[config.mk]
export PLATFORM = sky130hd
export DESIGN_NAME = conv_kern_seq
export DESIGN_NICKNAME = d
export VERILOG_FILES = /design/src/rtl/conv_kern_seq.sv
export SDC_FILE = /design/constraint.sdc
export NUM_CORES = 1
export LEC_CHECK = 0
export ABC_AREA = 1
export BUFFER_PORTS_ARGS = -buffer_cell sky130_fd_sc_hd__buf_4
export CAP_MARGIN = 20
export CORE_MARGIN = 5
export CORE_UTILIZATION = 64
export CTS_BUF_LIST = sky130_fd_sc_hd__clkbuf_8 sky130_fd_sc_hd__clkbuf_16
export DETAILED_ROUTE_END_ITERATION = 10
export PLACE_DENSITY_LB_ADDON = 0.3
export SYNTH_ARGS = -nofsm -noshare
export SYNTH_HDL_FRONTEND = slang
export SYNTH_SLANG_ARGS = --single-unit
[constraint.sdc]
create_clock -name clk -period 7.6 [get_ports clk]
set_clock_uncertainty 0.2 [all_clocks]
set_input_delay 0.76 -clock clk [delete_from_list [all_inputs] [get_ports clk]]
set_output_delay 0.76 -clock clk [all_outputs]
set_load 0.01 [all_outputs]
[src/rtl/conv_kern_seq.sv]
// Layer sequencer for the conv_kern MAC datapath: walks filters, pixels and input-channel
// chunks, issues buffer reads with credit throttling, and writes returned pixel results out.
module conv_kern_seq #(
  parameter int N               = 16,
  parameter int ADDR_BITS       = 16,
  parameter int MAX_OUTSTANDING = 4
) (
  input  logic                 clk,
  input  logic                 rstn,
  input  logic                 start,
  input  logic [7:0]           in_ch,
  input  logic [7:0]           out_w,
  input  logic [7:0]           out_h,
  input  logic [7:0]           out_ch,
  output logic                 busy,
  output logic                 done,
  output logic                 w_rd_en,
  output logic [ADDR_BITS-1:0] w_rd_addr,
  output logic                 d_rd_en,
  output logic [ADDR_BITS-1:0] d_rd_addr,
  output logic                 kern_vld_i,
  output logic                 kern_first,
  output logic                 kern_last,
  input  logic                 kern_vld_o,
  output logic                 o_wr_en,
  output logic [ADDR_BITS-1:0] o_wr_addr,
  output logic                 err
);

  typedef enum logic [2:0] {
    ST_IDLE  = 3'd0,
    ST_CFG   = 3'd1,
    ST_RUN   = 3'd2,
    ST_DRAIN = 3'd3,
    ST_DONE  = 3'd4
  } state_t;

  state_t state_r;
  state_t state_s;

  logic [7:0]           out_w_r;
  logic [7:0]           out_h_r;
  logic [7:0]           out_ch_r;
  logic [4:0]           nc_r;
  logic [4:0]           c_r;
  logic [7:0]           x_r;
  logic [7:0]           y_r;
  logic [7:0]           f_r;
  logic [ADDR_BITS-1:0] d_ptr_r;
  logic [ADDR_BITS-1:0] wbase_r;
  logic [3:0]           outstanding_r;
  logic [ADDR_BITS-1:0] o_wr_addr_r;
  logic                 beat_first_r;
  logic                 beat_last_r;

  logic [9:0] in_ch_eff_s;
  logic [4:0] nc_calc_s;
  logic       c_last_s;
  logic       x_last_s;
  logic       y_last_s;
  logic       f_last_s;
  logic       final_s;
  logic       credit_ok_s;
  logic       issue_s;
  logic       accept_s;
  logic       zero_dim_s;

  // Beat position decode, credit gating and result acceptance
  always_comb begin
    in_ch_eff_s = (in_ch == 8'd0) ? 10'd256 : {2'b00, in_ch};
    nc_calc_s   = 5'((in_ch_eff_s + 10'(N - 1)) / 10'(N));
    c_last_s    = (c_r == (nc_r - 5'd1));
    x_last_s    = (x_r == (out_w_r - 8'd1));
    y_last_s    = (y_r == (out_h_r - 8'd1));
    f_last_s    = (f_r == (out_ch_r - 8'd1));
    final_s     = c_last_s && x_last_s && y_last_s && f_last_s;
    // Only the first chunk of a pixel waits for credit; later chunks never bubble
    credit_ok_s = (c_r != 5'd0) || (outstanding_r < 4'(MAX_OUTSTANDING));
    issue_s     = (state_r == ST_RUN) && credit_ok_s;
    accept_s    = kern_vld_o && (outstanding_r != 4'd0) && (state_r != ST_IDLE);
    zero_dim_s  = (out_w_r == 8'd0) || (out_h_r == 8'd0) || (out_ch_r == 8'd0);
  end

  assign o_wr_en   = accept_s;
  assign o_wr_addr = o_wr_addr_r;

  // FSM state register
  always_ff @(posedge clk or negedge rstn) begin
    if (!rstn) begin
      state_r <= ST_IDLE;
    end else begin
      state_r <= state_s;
    end
  end

  // FSM next-state logic
  always_comb begin
    state_s = state_r;
    case (state_r)
      ST_IDLE: begin
        if (start) state_s = ST_CFG;
        else       state_s = ST_IDLE;
      end
      ST_CFG: begin
        if (zero_dim_s) state_s = ST_DONE;
        else            state_s = ST_RUN;
      end
      ST_RUN: begin
        if (issue_s && final_s) state_s = ST_DRAIN;
        else                    state_s = ST_RUN;
      end
      ST_DRAIN: begin
        if ((outstanding_r == 4'd0) && !w_rd_en && !kern_vld_i) state_s = ST_DONE;
        else                                                     state_s = ST_DRAIN;
      end
      ST_DONE: state_s = ST_IDLE;
      default: state_s = ST_IDLE;
    endcase
  end

  // Registered status outputs follow the next state
  always_ff @(posedge clk or negedge rstn) begin
    if (!rstn) begin
      busy <= 1'b0;
      done <= 1'b0;
    end else begin
      busy <= (state_s == ST_CFG) || (state_s == ST_RUN) || (state_s == ST_DRAIN);
      done <= (state_s == ST_DONE);
    end
  end

  // Layer configuration latch
  always_ff @(posedge clk or negedge rstn) begin
    if (!rstn) begin
      out_w_r  <= 8'd0;
      out_h_r  <= 8'd0;
      out_ch_r <= 8'd0;
      nc_r     <= 5'd0;
    end else if ((state_r == ST_IDLE) && start) begin
      out_w_r  <= out_w;
      out_h_r  <= out_h;
      out_ch_r <= out_ch;
      nc_r     <= nc_calc_s;
    end
  end

  // Loop counters, address pointers, credit and output address counters
  always_ff @(posedge clk or negedge rstn) begin
    if (!rstn) begin
      c_r           <= 5'd0;
      x_r           <= 8'd0;
      y_r           <= 8'd0;
      f_r           <= 8'd0;
      d_ptr_r       <= '0;
      wbase_r       <= '0;
      outstanding_r <= 4'd0;
      o_wr_addr_r   <= '0;
    end else if (state_r == ST_CFG) begin
      c_r           <= 5'd0;
      x_r           <= 8'd0;
      y_r           <= 8'd0;
      f_r           <= 8'd0;
      d_ptr_r       <= '0;
      wbase_r       <= '0;
      outstanding_r <= 4'd0;
      o_wr_addr_r   <= '0;
    end else begin
      if (issue_s) begin
        if (!c_last_s) begin
          c_r     <= c_r + 5'd1;
          d_ptr_r <= d_ptr_r + ADDR_BITS'(1'b1);
        end else begin
          c_r <= 5'd0;
          if (!x_last_s) begin
            x_r     <= x_r + 8'd1;
            d_ptr_r <= d_ptr_r + ADDR_BITS'(1'b1);
          end else begin
            x_r <= 8'd0;
            if (!y_last_s) begin
              y_r     <= y_r + 8'd1;
              d_ptr_r <= d_ptr_r + ADDR_BITS'(1'b1);
            end else begin
              // Next filter: activations restart, weights move to the next filter block
              y_r     <= 8'd0;
              d_ptr_r <= '0;
              wbase_r <= wbase_r + ADDR_BITS'(nc_r);
              f_r     <= f_last_s ? 8'd0 : (f_r + 8'd1);
            end
          end
        end
      end
      case ({issue_s && c_last_s, accept_s})
        2'b10:   outstanding_r <= outstanding_r + 4'd1;
        2'b01:   outstanding_r <= outstanding_r - 4'd1;
        default: outstanding_r <= outstanding_r;
      endcase
      if (accept_s) begin
        o_wr_addr_r <= o_wr_addr_r + ADDR_BITS'(1'b1);
      end
    end
  end

  // Read request outputs and their one-cycle-delayed kernel qualifiers
  always_ff @(posedge clk or negedge rstn) begin
    if (!rstn) begin
      w_rd_en      <= 1'b0;
      d_rd_en      <= 1'b0;
      w_rd_addr    <= '0;
      d_rd_addr    <= '0;
      beat_first_r <= 1'b0;
      beat_last_r  <= 1'b0;
      kern_vld_i   <= 1'b0;
      kern_first   <= 1'b0;
      kern_last    <= 1'b0;
    end else begin
      w_rd_en      <= issue_s;
      d_rd_en      <= issue_s;
      beat_first_r <= issue_s && (c_r == 5'd0);
      beat_last_r  <= issue_s && c_last_s;
      if (issue_s) begin
        w_rd_addr <= wbase_r + ADDR_BITS'(c_r);
        d_rd_addr <= d_ptr_r;
      end
      kern_vld_i <= w_rd_en;
      kern_first <= beat_first_r;
      kern_last  <= beat_last_r;
    end
  end

  // Sticky flag for results arriving with nothing outstanding
  always_ff @(posedge clk or negedge rstn) begin
    if (!rstn) begin
      err <= 1'b0;
    end else if (kern_vld_o && !accept_s) begin
      err <= 1'b1;
    end
  end

endmodule

==> results of run 1 <==
==> routing by layer <==
| metal | vias up | part of all wire |
|---|---|---|
| met5 | - | 0 |
| met4 | 0 | 0.021 |
| met3 | 37 | 0.063 |
| met2 | 268 | 0.49 |
| met1 | 3765 | 0.43 |
| li1 | 3888 | - |
==> logic make-up after synthesis <==
logic type               Yosys count
flip-flops                       154
XOR/XNOR                          64
AND/OR/NAND/NOR                  599
buffers and inverters            169
AO/OA/AOI/OAI                    144
adder cells (fa/ha/maj)           30
==> state kept, by name (all words and copies together) (netlist names), 3 cells and up <==
| name | cells |
|---|---|
| out_ch_r | 8 |
| d_rd_addr | 16 |
| out_h_r | 8 |
| w_rd_addr | 16 |
| outstanding_r | 4 |
| x_r | 8 |
| state_r | 3 |
| o_wr_addr | 16 |
| out_w_r | 8 |
| d_ptr_r | 16 |
| nc_r | 5 |
| y_r | 8 |
| wbase_r | 16 |
| c_r | 5 |
| f_r | 8 |
==> critical path, stage by stage (launching register included) <==
cell     delay [ns]
dfrtp_1        0.43
inv_1          0.13
ha_1           0.20
nand2_1        0.06
nor2_1         0.05
nand2_1        0.11
nand2_4        0.28
inv_2          0.50
nor2_4         0.11
inv_2          0.31
nand2_2        0.19
nor2_2         0.38
nand2_2        0.40
nand2_1        0.18
nand2_1        0.07
==> power groups by stage <==
stage	registers [uW]	logic (uW)	clock network, uW
after floorplan	1050	331	0
after global placement	1040	534	0
after detailed placement	1050	554	0
after CTS	1040	560	874
after global routing	1050	629	907
final	1040	555	869
==> cell type report <==
cell class	instances	share of cell area
repair buffers	96	0.07085
well taps	176	0.02154
clock buffers	19	0.04430
multi-input cells	837	0.4201
inverters	141	0.05176
clock inverters	12	0.01456
flip-flops and latches	154	0.3769
==> per-stage QoR <==
stage	hold slack (ns)	std cells
2_1_floorplan	0.1312	1160
3_3_place_gp	0.1354	1404
3_5_place_dp	0.1347	1404
4_1_cts	0.1576	1435
5_1_grt	0.1706	1435
6_report	0.1580	1435
==> layout by cell type, fill, tap and decap left out, types with 19 or more instances in the layout <==
master	instances
nor2_1	118
nor3_1	19
ha_1	27
a21oi_1	30
o21ai_0	80
nand3_1	85
nand2_1	339
xor2_1	47
inv_1	139
dfrtp_1	154
buf_4	95
==> worst max path at each step <==
stage / cells past startpoint / slack [ns] / start / endpoint
finish: 14 / 3.86 / c_r[1] / wbase_r[0]
global placement: 14 / 4.07 / c_r[1] / wbase_r[13]
CTS: 14 / 3.89 / c_r[1] / wbase_r[0]
floorplan: 16 / 4.80 / nc_r[1] / outstanding_r[3]
detailed placement: 14 / 3.92 / c_r[0] / wbase_r[0]
global route: 14 / 3.47 / c_r[1] / f_r[1]
==> results.cfg, run 1 <==
[run_status]
status = complete, no violations

[power]
p_switching_uw = 766.9
total_power_uw = 2461
power_density_mw_per_mm2 = 240.7
p_int_uw = 1695
p_leak_uw = 0.005269
swShare = 0.3116
ir_worst_vdd_v = 0.0001953
pwr-share-clk = 0.353
combPwrFrac = 0.226
p_seq_frac = 0.421

[global_route]
grt_pass1_vias = 7696
overflow = 0
gr-usage-met3 = 0.04716
gr-usage-met1 = 0.3646
grt_max_degree = 86
grt_pass1_wl_um = 36090
top_usage_layer = met2
use_met2 = 0.4509
grt_usage = 0.2716
antenna_found_initial = 0

[final_layout]
seqCellArea_sq_mm = 0.003854
num_antenna_cells = 0
finalNetCount = 1313
fin_util = 0.7660
layout-drive-gt1-share = 0.1160
area_growth_pct = 16.03
final_area_sq_mm = 0.01022
nFillCells = 988
multi_input_area_sq_mm = 0.004295

[yosys]
synth_area_sq_mm = 0.008812
synth_top_family_by_area = simple AND/OR/NAND/NOR gates
synth_area_leader_cell = dfrtp_1
netlist_top_cells_area = dfrtp_1 44%, nand2_1 14%, inv_1 5.9%
muxShareOfSynthArea = 0
ys.flop_type = dfrtp_1
yosysWarnings = 0
ys_seq_elements = 154
yosysTopAreaCellShare = 0.4373
synth-simple-area-share = 0.2861
synth_cells = 1160
synth.distinct_cells = 43
synth-xor-area-share = 0.06361
synth_async_sr_flop_share = 1.000
synthAdderAreaFrac = 0.04515
synth_commonest_cells = 339 x nand2_1, 154 x dfrtp_1, 139 x inv_1, 118 x nor2_1, 85 x nand3_1
synth_fp_nets = 1226
synth_compound_area_frac = 0.09257
synth.avg_cell_area_sq_um = 7.597
synth-edff-count = 0
yosysSeqAreaShare = 0.4373
yosysMostFrequentCell = nand2_1

[timing]
max_freq_mhz = 267.0
final.period_utilization = 0.4928
fin_tns_setup_ns = 0
min_period_ns = 3.745
setup_violations = 0
worstMarginPinSlew_ns = 0.8864
relSlewSlack = 0.4091
rsz0062_at_grt = no
hold_viol_final = 0
report.final.slew_viol_count = 0
worst_slack_ns = 3.855

[placed_design]
pre_cts_ws_ns = 3.919
portBuffers = 92
place.detailed.hpwl_um = 14730
dpl-instance-area_sq_mm = 0.009623
place.gp.congestion = 0.9215

[clocking]
insertion_delay_ns = 0.43
htreeDepth = 4
clk_pin_slew_worst_paths_ns = 0.07
cts_buffers = 17
cts_resized = 0
cts.sinks = 154
cts_tree = done
clk_path_buf_depth = 2
post-cts-setup-buffers = 0
cts_hold_buf = 0
cts_root_buf = clkbuf_16

[route]
wl_per_cell_um = 14.69
drt_wl_total_um = 21070
drt-pass1-iter-count = 5
avgViaCountPerCell = 5.546
ant_nets = 0
drcViolationCount = 0
drt_first_iter_violations = 664
route.vias.total = 7958

[setup_path]
worstReg2RegStart = c_r[1]
reg2reg_to = wbase_r[0]
worstSetupEndpointType = flop
crit_required_ns = 7.72
r2r_cells = 14
cp-start-kind = flop
ff2ff_setup_slack_ns = 3.86
path_max_fanout = 55
cp.arrival_ns = 3.86
worstSetupPathType = flop to flop

[floorplanning]
dieArea_sq_mm = 0.01622
io_pins = 93
dieWidth_um = 127.3
core-area_sq_mm = 0.01335
rows = 42
start_util = 0.6602
die_y_um = 127.3

[worst_hold_path]
hp-class = primary input to async pin

[flow_run]
drv_cap = 0
No activity file was read; power rests on OpenSTA's default activity.
==> run 2: changes to the inputs <==
--- a/config.mk
+++ b/config.mk
@@ -9,7 +9,7 @@
 export BUFFER_PORTS_ARGS = -buffer_cell sky130_fd_sc_hd__buf_4
 export CAP_MARGIN = 20
 export CORE_MARGIN = 5
-export CORE_UTILIZATION = 64
+export CORE_UTILIZATION = 60
 export CTS_BUF_LIST = sky130_fd_sc_hd__clkbuf_8 sky130_fd_sc_hd__clkbuf_16
 export DETAILED_ROUTE_END_ITERATION = 10
 export PLACE_DENSITY_LB_ADDON = 0.3
==> constraint.sdc (replaced) <==
create_clock -name clk -period 3.9 [get_ports clk]
set_clock_uncertainty 0.2 [all_clocks]
set_input_delay 0.39 -clock clk [delete_from_list [all_inputs] [get_ports clk]]
set_output_delay 0.39 -clock clk [all_outputs]
set_load 0.01 [all_outputs]
==> results.cfg, run 2 (same netlist as run 1, synthesis figures left out) <==
[power]
swShare = 0.3172
ir_worst_vdd_v = 0.0003632
power_density_mw_per_mm2 = 450.9
p_leak_uw = 0.005371
p_int_uw = 3229
p_switching_uw = 1500
p_seq_frac = 0.427
combPwrFrac = 0.233
pwr-share-clk = 0.340

[timing]
worstMarginPinSlew_ns = 0.8529
holdWs_ns = 0.06041
min_period_ns = 3.323
max_freq_mhz = 300.9
rsz0062_at_grt = no
relSlewSlack = 0.4314
final.period_utilization = 0.8521
hold_viol_final = 0
fin_tns_setup_ns = 0
report.final.slew_viol_count = 0
setup_violations = 0

[floorplanning]
die_y_um = 131.2
dieWidth_um = 131.2
start_util = 0.6086
dieArea_sq_mm = 0.01721
core-area_sq_mm = 0.01448
rows = 44
io_pins = 93

[route]
drt-pass1-iter-count = 4
drcViolationCount = 0
wl_per_cell_um = 14.04
route.vias.total = 7887
drt_wl_total_um = 20660
drt_first_iter_violations = 611
avgViaCountPerCell = 5.358
ant_nets = 0

[placed_design]
portBuffers = 92
dpl-instance-area_sq_mm = 0.009648
place.gp.congestion = 0.9077
place.detailed.hpwl_um = 14210

[clocking]
post-cts-setup-buffers = 0
clk_pin_slew_worst_paths_ns = 0.06
cts_resized = 0
htreeDepth = 4
insertion_delay_ns = 0.43
cts_tree = done
clk_path_buf_depth = 2
cts.sinks = 154
cts_buffers = 17
cts_root_buf = clkbuf_16

[global_route]
overflow = 0
grt_pass1_wl_um = 35990
grt_pass1_vias = 7624
grt_usage = 0.2447
grt_max_degree = 92
antenna_found_initial = 0

[flow_run]
drv_cap = 0

[final_layout]
finalNetCount = 1341
num_antenna_cells = 0
final_area_sq_mm = 0.01049
layout_common_cells = 339 x nand2_1, 154 x dfrtp_1, 141 x inv_1
area_growth_pct = 19.00
layout-drive-gt1-share = 0.1141
final_common_cell = nand2_1

[setup_path]
cp_slowest_stage_delay_ns = 0.40
path_max_fanout = 6
worstSetupPathType = flop to flop
cp-start-kind = flop
crit_slowest_cell = dfrtp_1
cp.arrival_ns = 3.43
path_cells = inv_1 -> ha_1 -> inv_1 -> nand2_1 -> nand4_1 -> a21oi_1 -> nand3_2 -> nor2_1 -> inv_1 -> ha_1 -> ha_1 -> nand2_1 -> nor2_1 -> a211oi_1 -> xnor2_1 -> o21ai_0
crit_required_ns = 4.00
worstSetupEndpointType = flop

[worst_hold_path]
hp-class = primary input to flop

[run_status]
status = complete, no violations
run 2: critical path: cells and delay by family, from the launching register on:
| kind | cells | cell delay, ns |
|---|---|---|
| flops | 1 | 0.40 |
| simple gates | 6 | 0.79 |
| compound gates | 3 | 0.52 |
| xor+xnor | 1 | 0.15 |
| fa+ha+maj | 3 | 0.92 |
| buf+inv | 3 | 0.24 |
run 2: worst paths after layout:
check / start / endpoint / slack [ns] / cells after the start
max: nc_r[1] / outstanding_r[3] / 0.58 / 16
min: in_ch[6] / nc_r[2] / 0.06 / 3
max reg2reg: nc_r[1] / outstanding_r[3] / 0.58 / 16
min reg2reg: beat_last_r / kern_last / 0.15 / 0
max in group asynchronous: rstn / w_rd_addr[3] / 2.11 / 3
min in group asynchronous: rstn / out_h_r[2] / 0.42 / 2
run 2: layer usage:
| layer | wire length [um] | global-route usage | up-vias |
|---|---|---|---|
| met2 | 9944 | 0.3984 | 230 |
| met3 | 1104 | 0.04358 | 34 |
| met1 | 9202 | 0.3332 | 3685 |
| met4 | 412 | 0.08199 | 0 |
| li1 | - | - | 3938 |
| met5 | 0 | 0 | - |
run 2: stage by stage:
| stage | std cells | total power, uW | setup slack [ns] | utilization |
|---|---|---|---|---|
| after floorplan | 1160 | 2688 | 1.096 | - |
| after global placement | 1414 | 3081 | 0.7176 | 0.6664 |
| after detailed placement | 1414 | 3121 | 0.6280 | 0.6664 |
| after CTS | 1472 | 4753 | 0.5790 | 0.7242 |
| after global routing | 1472 | 4992 | 0.2371 | 0.7242 |
| final | 1472 | 4729 | 0.5768 | 0.7242 |
run 2: power groups by stage:
stage | clock, uW | sequential, uW | combinational, uW
2_1_floorplan | 0 | 2040 | 646
3_3_place_gp | 0 | 2030 | 1050
3_5_place_dp | 0 | 2040 | 1080
4_1_cts | 1630 | 2020 | 1110
5_1_grt | 1700 | 2050 | 1250
6_report | 1610 | 2020 | 1100
run 2: repair_timing:
action | CTS | global route
hold endpoints to repair | 114 | 0
hold buffers | 26 | 0
endpoints found under the setup margin | 0 | 0
run 2: final cells by class:
class / count / area (sq um)
Multi-Input combinational cell: 837 / 4295
Clock buffer: 17 / 425.4
Clock inverter: 15 / 152.6
Tap cell: 184 / 230.2
Sequential cell: 154 / 3854
Timing Repair Buffer: 124 / 999.7
Fill cell: 1142 / 3993
Inverter: 141 / 529.3
